File: config.mk
export PLATFORM = sky130hd
export DESIGN_NAME = i2c_bus_frontend
export DESIGN_NICKNAME = d
export VERILOG_FILES = /design/src/rtl/i2c_bus_frontend.sv
export SDC_FILE = /design/constraint.sdc
export NUM_CORES = 1
export LEC_CHECK = 0
export ABC_AREA = 0
export BUFFER_PORTS_ARGS = -buffer_cell sky130_fd_sc_hd__buf_2
export CORE_MARGIN = 2
export CORE_UTILIZATION = 56
export CTS_CLUSTER_DIAMETER = 60
export CTS_CLUSTER_SIZE = 25
export DETAILED_ROUTE_END_ITERATION = 10
export PLACE_DENSITY_LB_ADDON = 0.12
export SYNTH_ARGS = -nofsm -noshare
export SYNTH_HDL_FRONTEND = slang
export SYNTH_SLANG_ARGS = --single-unit
File: constraint.sdc
create_clock -name clk -period 2.3 [get_ports clk]
set_clock_uncertainty 0.1 [all_clocks]
set_input_delay 0 -clock clk [delete_from_list [all_inputs] [get_ports clk]]
set_output_delay 0 -clock clk [all_outputs]
set_load 0.02 [all_outputs]
File: src/rtl/i2c_bus_frontend.sv
// I2C pin front end: 2-flop sync + level filter per line, START/STOP decode and
// byte/ACK assembly so downstream logic sees byte events instead of pin levels.

module i2c_line_filter #(
    parameter int FILTER_LEN = 3
) (
    input  logic clk,
    input  logic reset,
    input  logic raw_i,
    output logic filt_o
);
    localparam logic [4:0] FL = 5'(FILTER_LEN);

    logic       s1_q, s2_q, filt_q, filt_d;
    logic [3:0] cnt_q, cnt_d;
    logic [4:0] cnt_inc;

    assign cnt_inc = {1'b0, cnt_q} + 5'd1;

    always_comb begin
        filt_d = filt_q;
        cnt_d  = cnt_q;
        if (s2_q == filt_q) begin
            cnt_d = '0;
        end else if (cnt_inc == FL) begin
            filt_d = s2_q;
            cnt_d  = '0;
        end else begin
            cnt_d = cnt_inc[3:0];
        end
    end

    always_ff @(posedge clk) begin
        if (reset) begin
            s1_q   <= 1'b1;
            s2_q   <= 1'b1;
            filt_q <= 1'b1;
            cnt_q  <= '0;
        end else begin
            s1_q   <= raw_i;
            s2_q   <= s1_q;
            filt_q <= filt_d;
            cnt_q  <= cnt_d;
        end
    end

    assign filt_o = filt_q;
endmodule

module i2c_bus_frontend #(
    parameter int FILTER_LEN = 3
) (
    input  logic       clk,
    input  logic       reset,
    input  logic       scl,
    input  logic       sda,
    output logic       scl_clean,
    output logic       sda_clean,
    output logic       start_det,
    output logic       stop_det,
    output logic       bus_busy,
    output logic       byte_valid,
    output logic [7:0] byte_data,
    output logic       byte_ack,
    output logic       byte_first,
    output logic       bus_error
);
    localparam int NUM_LINES = 2;

    typedef enum logic [1:0] {IDLE, BITS, ACK} state_t;

    logic [NUM_LINES-1:0] raw_lines, filt_lines;
    assign raw_lines = {sda, scl};

    for (genvar g = 0; g < NUM_LINES; g++) begin : g_line
        i2c_line_filter #(.FILTER_LEN(FILTER_LEN)) u_filt (
            .clk   (clk),
            .reset (reset),
            .raw_i (raw_lines[g]),
            .filt_o(filt_lines[g])
        );
    end

    logic scl_f, sda_f;
    assign scl_f = filt_lines[0];
    assign sda_f = filt_lines[1];

    state_t     state_q, state_d;
    logic [3:0] bit_cnt_q, bit_cnt_d;
    logic [7:0] shreg_q, shreg_d;
    logic       first_q, first_d;
    logic       scl_p_q, sda_p_q;
    logic       start_q, start_d, stop_q, stop_d, err_q, err_d, bv_q, bv_d;
    logic       busy_q, busy_d;
    logic [7:0] data_q, data_d;
    logic       ack_q, ack_d, bfirst_q, bfirst_d;

    logic start_c, stop_c, rise_c, mid_byte;

    // SDA moving together with an SCL rise is a data sample, never START/STOP:
    // both conditions demand SCL high in the previous sample too.
    assign start_c  = scl_p_q & scl_f & sda_p_q & ~sda_f;
    assign stop_c   = scl_p_q & scl_f & ~sda_p_q & sda_f;
    assign rise_c   = ~scl_p_q & scl_f;
    assign mid_byte = ((state_q == BITS) && (bit_cnt_q != 4'd0)) || (state_q == ACK);

    always_comb begin
        state_d   = state_q;
        bit_cnt_d = bit_cnt_q;
        shreg_d   = shreg_q;
        first_d   = first_q;
        busy_d    = busy_q;
        data_d    = data_q;
        ack_d     = ack_q;
        bfirst_d  = bfirst_q;
        start_d   = 1'b0;
        stop_d    = 1'b0;
        err_d     = 1'b0;
        bv_d      = 1'b0;
        if (start_c) begin
            state_d   = BITS;
            bit_cnt_d = '0;
            first_d   = 1'b1;
            start_d   = 1'b1;
            busy_d    = 1'b1;
            err_d     = mid_byte;
        end else if (stop_c) begin
            state_d = IDLE;
            stop_d  = 1'b1;
            busy_d  = 1'b0;
            err_d   = mid_byte;
        end else if (rise_c) begin
            case (state_q)
                BITS: begin
                    shreg_d   = {shreg_q[6:0], sda_f};
                    bit_cnt_d = bit_cnt_q + 4'd1;
                    if (bit_cnt_q == 4'd7) state_d = ACK;
                end
                ACK: begin
                    data_d    = shreg_q;
                    ack_d     = ~sda_f;
                    bfirst_d  = first_q;
                    bv_d      = 1'b1;
                    first_d   = 1'b0;
                    bit_cnt_d = '0;
                    state_d   = BITS;
                end
                default: ;
            endcase
        end
    end

    always_ff @(posedge clk) begin
        if (reset) begin
            state_q   <= IDLE;
            bit_cnt_q <= '0;
            shreg_q   <= '0;
            first_q   <= 1'b0;
            scl_p_q   <= 1'b1;
            sda_p_q   <= 1'b1;
            start_q   <= 1'b0;
            stop_q    <= 1'b0;
            err_q     <= 1'b0;
            bv_q      <= 1'b0;
            busy_q    <= 1'b0;
            data_q    <= '0;
            ack_q     <= 1'b0;
            bfirst_q  <= 1'b0;
        end else begin
            state_q   <= state_d;
            bit_cnt_q <= bit_cnt_d;
            shreg_q   <= shreg_d;
            first_q   <= first_d;
            scl_p_q   <= scl_f;
            sda_p_q   <= sda_f;
            start_q   <= start_d;
            stop_q    <= stop_d;
            err_q     <= err_d;
            bv_q      <= bv_d;
            busy_q    <= busy_d;
            data_q    <= data_d;
            ack_q     <= ack_d;
            bfirst_q  <= bfirst_d;
        end
    end

    assign scl_clean  = scl_f;
    assign sda_clean  = sda_f;
    assign start_det  = start_q;
    assign stop_det   = stop_q;
    assign bus_error  = err_q;
    assign byte_valid = bv_q;
    assign bus_busy   = busy_q;
    assign byte_data  = data_q;
    assign byte_ack   = ack_q;
    assign byte_first = bfirst_q;
endmodule
# ---- Word-level counts from Yosys, hierarchy flattened
# Cells that the tools add are included.
dict set report totals {
  output_inout_bits 17
  ff_bits 46
  input_bits 4
}
dict set report op_classes {
  addsub 3
  mux 17
  n_eq_ne 10
  reduce_logical 22
  bitwise_logic 14
}
# cell count
set op_table {}
lappend op_table {{$mux W1} 14}
lappend op_table {{$reduce_and A3 Y1} 4}
lappend op_table {{$add A4 B1 Y5 const B} 2}
lappend op_table {{$eq A5 B2 Y1 const B} 2}
lappend op_table {{$reduce_or A3 Y1} 3}
lappend op_table {{$not A1 Y1} 8}
lappend op_table {{$pmux W4 S2} 1}
lappend op_table {{$reduce_and A4 Y1} 2}
lappend op_table {{$reduce_bool A2 Y1} 4}
lappend op_table {{$reduce_bool A4 Y1} 2}
lappend op_table {{$and A1 B1 Y1} 6}
lappend op_table {{$add A4 B1 Y4 const B} 1}
lappend op_table {{$eq A4 B3 Y1 const B} 1}
lappend op_table {{$ne A4 B3 Y1 const B} 1}
lappend op_table {{$pmux W2 S2} 1}
lappend op_table {{$reduce_and A2 Y1} 2}
lappend op_table {{$reduce_or A4 Y1} 1}
lappend op_table {{$reduce_bool A3 Y1} 1}
lappend op_table {{$eq A1 B1 Y1} 2}
lappend op_table {{$eq A2 B1 Y1 const B} 1}
lappend op_table {{$eq A2 B2 Y1 const B} 1}
lappend op_table {{$mux W2} 1}
lappend op_table {{$ne A2 B1 Y1 const B} 1}
lappend op_table {{$ne A2 B2 Y1 const B} 1}
lappend op_table {{other kinds (3)} 3}

# ---- Logic depth before layout (Yosys ltp)
dict set report depth {
  ltp_word 6
  depth_mapped 7
  depth_no_buf 6
}

# ---- Hierarchy
# A second synthesis with hierarchy kept.
dict set report unflattened {
  cells_unflattened 203
  area_unflattened_um2 1876.8
}
# mod instances area_per_inst_um2 cells_per_inst
set by_module_without_submodules {}
lappend by_module_without_submodules {i2c_bus_frontend 1 1291.2 143}
lappend by_module_without_submodules {i2c_line_filter 2 292.8 30}

# ---- Worst setup path before layout
# Ideal clock, no wire load.
dict set report synth_path {
  path_kind {register to register}
  start {reg state_q[0]}
  end {reg bit_cnt_q[2]}
  arrival_ns 1.738
  path_stages_with_launch 7
  period_less_slack_ns 1.908
  path_slack_ns 0.392
  path_buffers 1
  path_cell_list {dfxtp_1 > inv_1 > ha_1 > or3b_1 > buf_2 > or4b_1 > a21oi_1}
}
dict set report synth_between {
  elab_chain_cells 3
  word_cells_on_any_way 5
}
# item line
set synth_lines {}
lappend synth_lines {{start: declaration} 88} ;# state_t state_q, state_d;
lappend synth_lines {{start signal: assignment} 170} ;# state_q <= state_d;
lappend synth_lines {{$eq A2 B1 Y1 / $eq A2 B2 Y1 (equally long branches)} 133} ;# case (state_q)
lappend synth_lines {{$reduce_bool A2 Y1 (no source line)} n/a}
lappend synth_lines {{$reduce_and A3 Y1 (no source line)} n/a}
lappend synth_lines {{end signal: assignment} 171} ;# bit_cnt_q <= bit_cnt_d;
lappend synth_lines {{end: declaration} 89} ;# logic [3:0] bit_cnt_q, bit_cnt_d;
# Several ways; a longest one is shown, not always the timed one.
# A chain may end at the register's enable or synchronous reset.

# ---- Worst setup path after layout
# Ends and elaborated chain as after synthesis.

==> out/qor.csv <==
stage,metric,value,unit
setup_path,Critical Path Fanout Max,9,
setup_path,crit path DAT,2.26,ns
detailed_routing,WL/cell,11.9,µm
cts,clock buffer count from CTS,5,
place,port buffer count,20,
setup_path,Crit Path Class,reg -> reg,
finish,share of post-route cells with drive strength above 1,16.7,%
die,Die Wd,61.4,µm
setup_path,worst path required time,2.50,ns
synth,Synth async-reset ratio,0,%
power,Peak VDD IR,0.421,mV
cts,hold_buf cts,2,
timing,Slew HR,62.4,%
finish,post-route insts no fill,272,
synth,largest cells by area after synthesis,"dfxtp_1 50%, nor2_1 6.1%, a21oi_1 5.4%, ha_1 5.4%, nand2_1 4.5%",
cts,clock slew seen by the registers of the worst setup and hold paths,0.13,ns
die,Starting Density,59.4,%
die,Placeable Area,3100,µm²
status,status,"finished, final reports clean",
finish,Final Util,66.6,%
power,Leakage,0.869,nW
power,Overall Power,1.27,mW
cts,Setup Buffers After CTS,0,
power,Power per Cell Area,617,nW/µm²
synth,Synth top area share,50.0,%
synth,most numerous cell in the Yosys netlist,dfxtp_1,
detailed_routing,Routed Antenna Nets,0,
die,number of I/O pins,21,
global_routing,initial antenna violation count,0,
detailed_routing,final wirelength,3230,µm
finish,cell area after layout,2070,µm²
synth,post-synthesis cell type count,31,
die,die span in y,61.4,µm
setup_path,Crit. End Element,flip-flop,
timing,final hold vios,0,
timing,final setup fails,0,
timing,Post-Route Setup TNS,0,ns
timing,PnR worst setup slack,0.233,ns
synth,Ys Warns,0,
detailed_routing,TritonRoute pass-1 iters,4,
timing,worst hold slack,0.0174,ns
power,Clock Power Share,35.2,%
cts,CTS H-Tree Depth,2,
synth,mapped cell area,1840,µm²
setup_path,Slowest cell on crit path,or4b_1,
synth,synthesized flop and latch total,46,
place,placed cell areas,1970,µm²
timing,RSZ-0062 raised after global routing,false,
synth,number of enable flip-flop cells after synthesis,0,
power,NetSw,0.255,mW
timing,minimum clock period,2.07,ns
global_routing,total track usage,20.1,%
timing,period utilization,89.9,%
synth,sequential fraction of the synthesis area,50.0,%
detailed_routing,via/cell ratio,5.15,
global_routing,largest net degree at the start of global routing,38,
finish,antenna cells,0,
cts,Root Buffer Master,clkbuf_4,
synth,Synth top cells by count,"46 x dfxtp_1, 30 x nor2_1, 22 x nand2_1",
synth,Syn Area/Cell,8.90,µm²
setup_path,Worst Setup Start Kind,flip-flop,
place,placed cells,262,
place,Place WS,0.280,ns
detailed_routing,detailed router's first-iteration violation count,91,
synth,leading area contributor after synthesis,dfxtp_1,
detailed_routing,vias,1400,
run,MaxCap Viol Count,0,
setup_path,R2R setup slack,0.23,ns
finish,final net count,239,
die,Die Area,3770,µm²
power,combinational power share,1.8,%
synth,Syn Nets,219,
synth,Synth Instances,207,
power,Flop pwr share,63.1,%
cts,post_cts resized,0,
cts,CTS sink count,46,
cts,Clock Latency Late Sink,0.35,ns
global_routing,first-pass GRT wire length,5490,µm
place,HPWL after detailed placement,2280,µm
timing,worst slew pin tran,0.564,ns
die,num rows,20,
cts,CTS max path bufs,2,
power,Switching Fraction,20.0,%
cts,CTS tree,built,
synth,top_reg_cell synth,dfxtp_1,
detailed_routing,Remaining DRCs,0,
timing,top achievable clock speed,484,MHz
finish,Syn-to-layout area delta,12.1,%
setup_path,worst stage delay on the critical path,0.55,ns
place,Final Wtd Congestion,0.757,
global_routing,vias in the first global route,1309,
global_routing,GR Overflow Total,0,
setup_path,CP Cell Sequence,inv_1 > ha_1 > or3b_1 > or4b_1 > a21oi_1,
hold_path,hold crit path type,in -> reg,
power,Int Power,1.02,mW
timing,max-slew violation count,0,
## worst paths after layout
check / endpoint / from / cells past startpoint
hold reg to reg: g_line[1].u_filt.s2_q / g_line[1].u_filt.s1_q / 1
setup / recovery: bit_cnt_q[2] / state_q[0] / 5
hold / removal: shreg_q[2] / reset / 2
setup reg to reg: bit_cnt_q[2] / state_q[0] / 5
## state kept, by name (all words and copies together), names as in the netlist
signal                flops
first_q                   1
bus_busy                  1
start_det                 1
g_line.u_filt.s2_q        2
bit_cnt_q                 4
byte_first                1
bus_error                 1
shreg_q                   8
g_line.u_filt.s1_q        2
state_q                   2
scl_p_q                   1
stop_det                  1
byte_valid                1
byte_data                 8
sda_p_q                   1
g_line.u_filt.filt_o      2
g_line.u_filt.cnt_q       8
byte_ack                  1
## power by group through the flow
stage | logic [mW] | registers [mW] | clock network [mW]
4_1_cts | 0.0230 | 0.804 | 0.463
3_5_place_dp | 0.0202 | 0.821 | 0
3_3_place_gp | 0.0194 | 0.821 | 0
2_1_floorplan | 0.0160 | 0.821 | 0
6_report | 0.0227 | 0.804 | 0.448
5_1_grt | 0.0262 | 0.805 | 0.490
## area by class of cell
type / count / area [µm²]
flip-flops and latches: 46 / 921
inverters: 6 / 22.5
multi-input cells: 144 / 853
repair buffers: 24 / 135
well taps: 44 / 55.1
fillers: 293 / 1040
clock buffers: 8 / 78.8
## layout by cell type (no fill, tap or decap), types with 3 or more instances in the layout
master and instances:
dfxtp_1 46, nor2_1 30, nand2_1 22, a21oi_1 20, buf_2 20, mux2i_1 8, or2_2 8, ha_1 8
nor3_1 7, inv_1 6, nand2b_1 6, clkbuf_4 5, xor2_1 4, nand3b_1 3, xnor2_1 3, nand3_1 3
or4_1 3, clkbuf_8 3
## cell families (layout without fill, tap and decap cells)
| family | after synthesis | in the layout | synth area share (%) |
|---|---|---|---|
| simple gates | 91 | 91 | 24.1 |
| flops | 46 | 46 | 50.0 |
| compound gates | 30 | 30 | 9.10 |
| buf+inv | 17 | 38 | 3.73 |
| fa+ha+maj | 8 | 8 | 5.43 |
| mux | 8 | 8 | 4.35 |
| xor+xnor | 7 | 7 | 3.33 |
## critical path: cells and delay by family (launching register included)
family / cells / cell delay, ns
flops: 1 / 0.39
compound gates: 1 / 0.15
simple gates: 2 / 1.03
buf+inv: 1 / 0.06
fa+ha+maj: 1 / 0.28
## per-layer routing
| layer | vias up | part of all wire [%] | GRT usage, % |
|---|---|---|---|
| met4 | 0 | 0.90 | 9.12 |
| met3 | 4 | 3.4 | 5.67 |
| li1 | 726 | - | - |
| met5 | - | 0 | 0 |
| met2 | 16 | 50 | 35.1 |
| met1 | 654 | 45 | 22.7 |
Note: power is estimated with default switching activity, not from simulation.
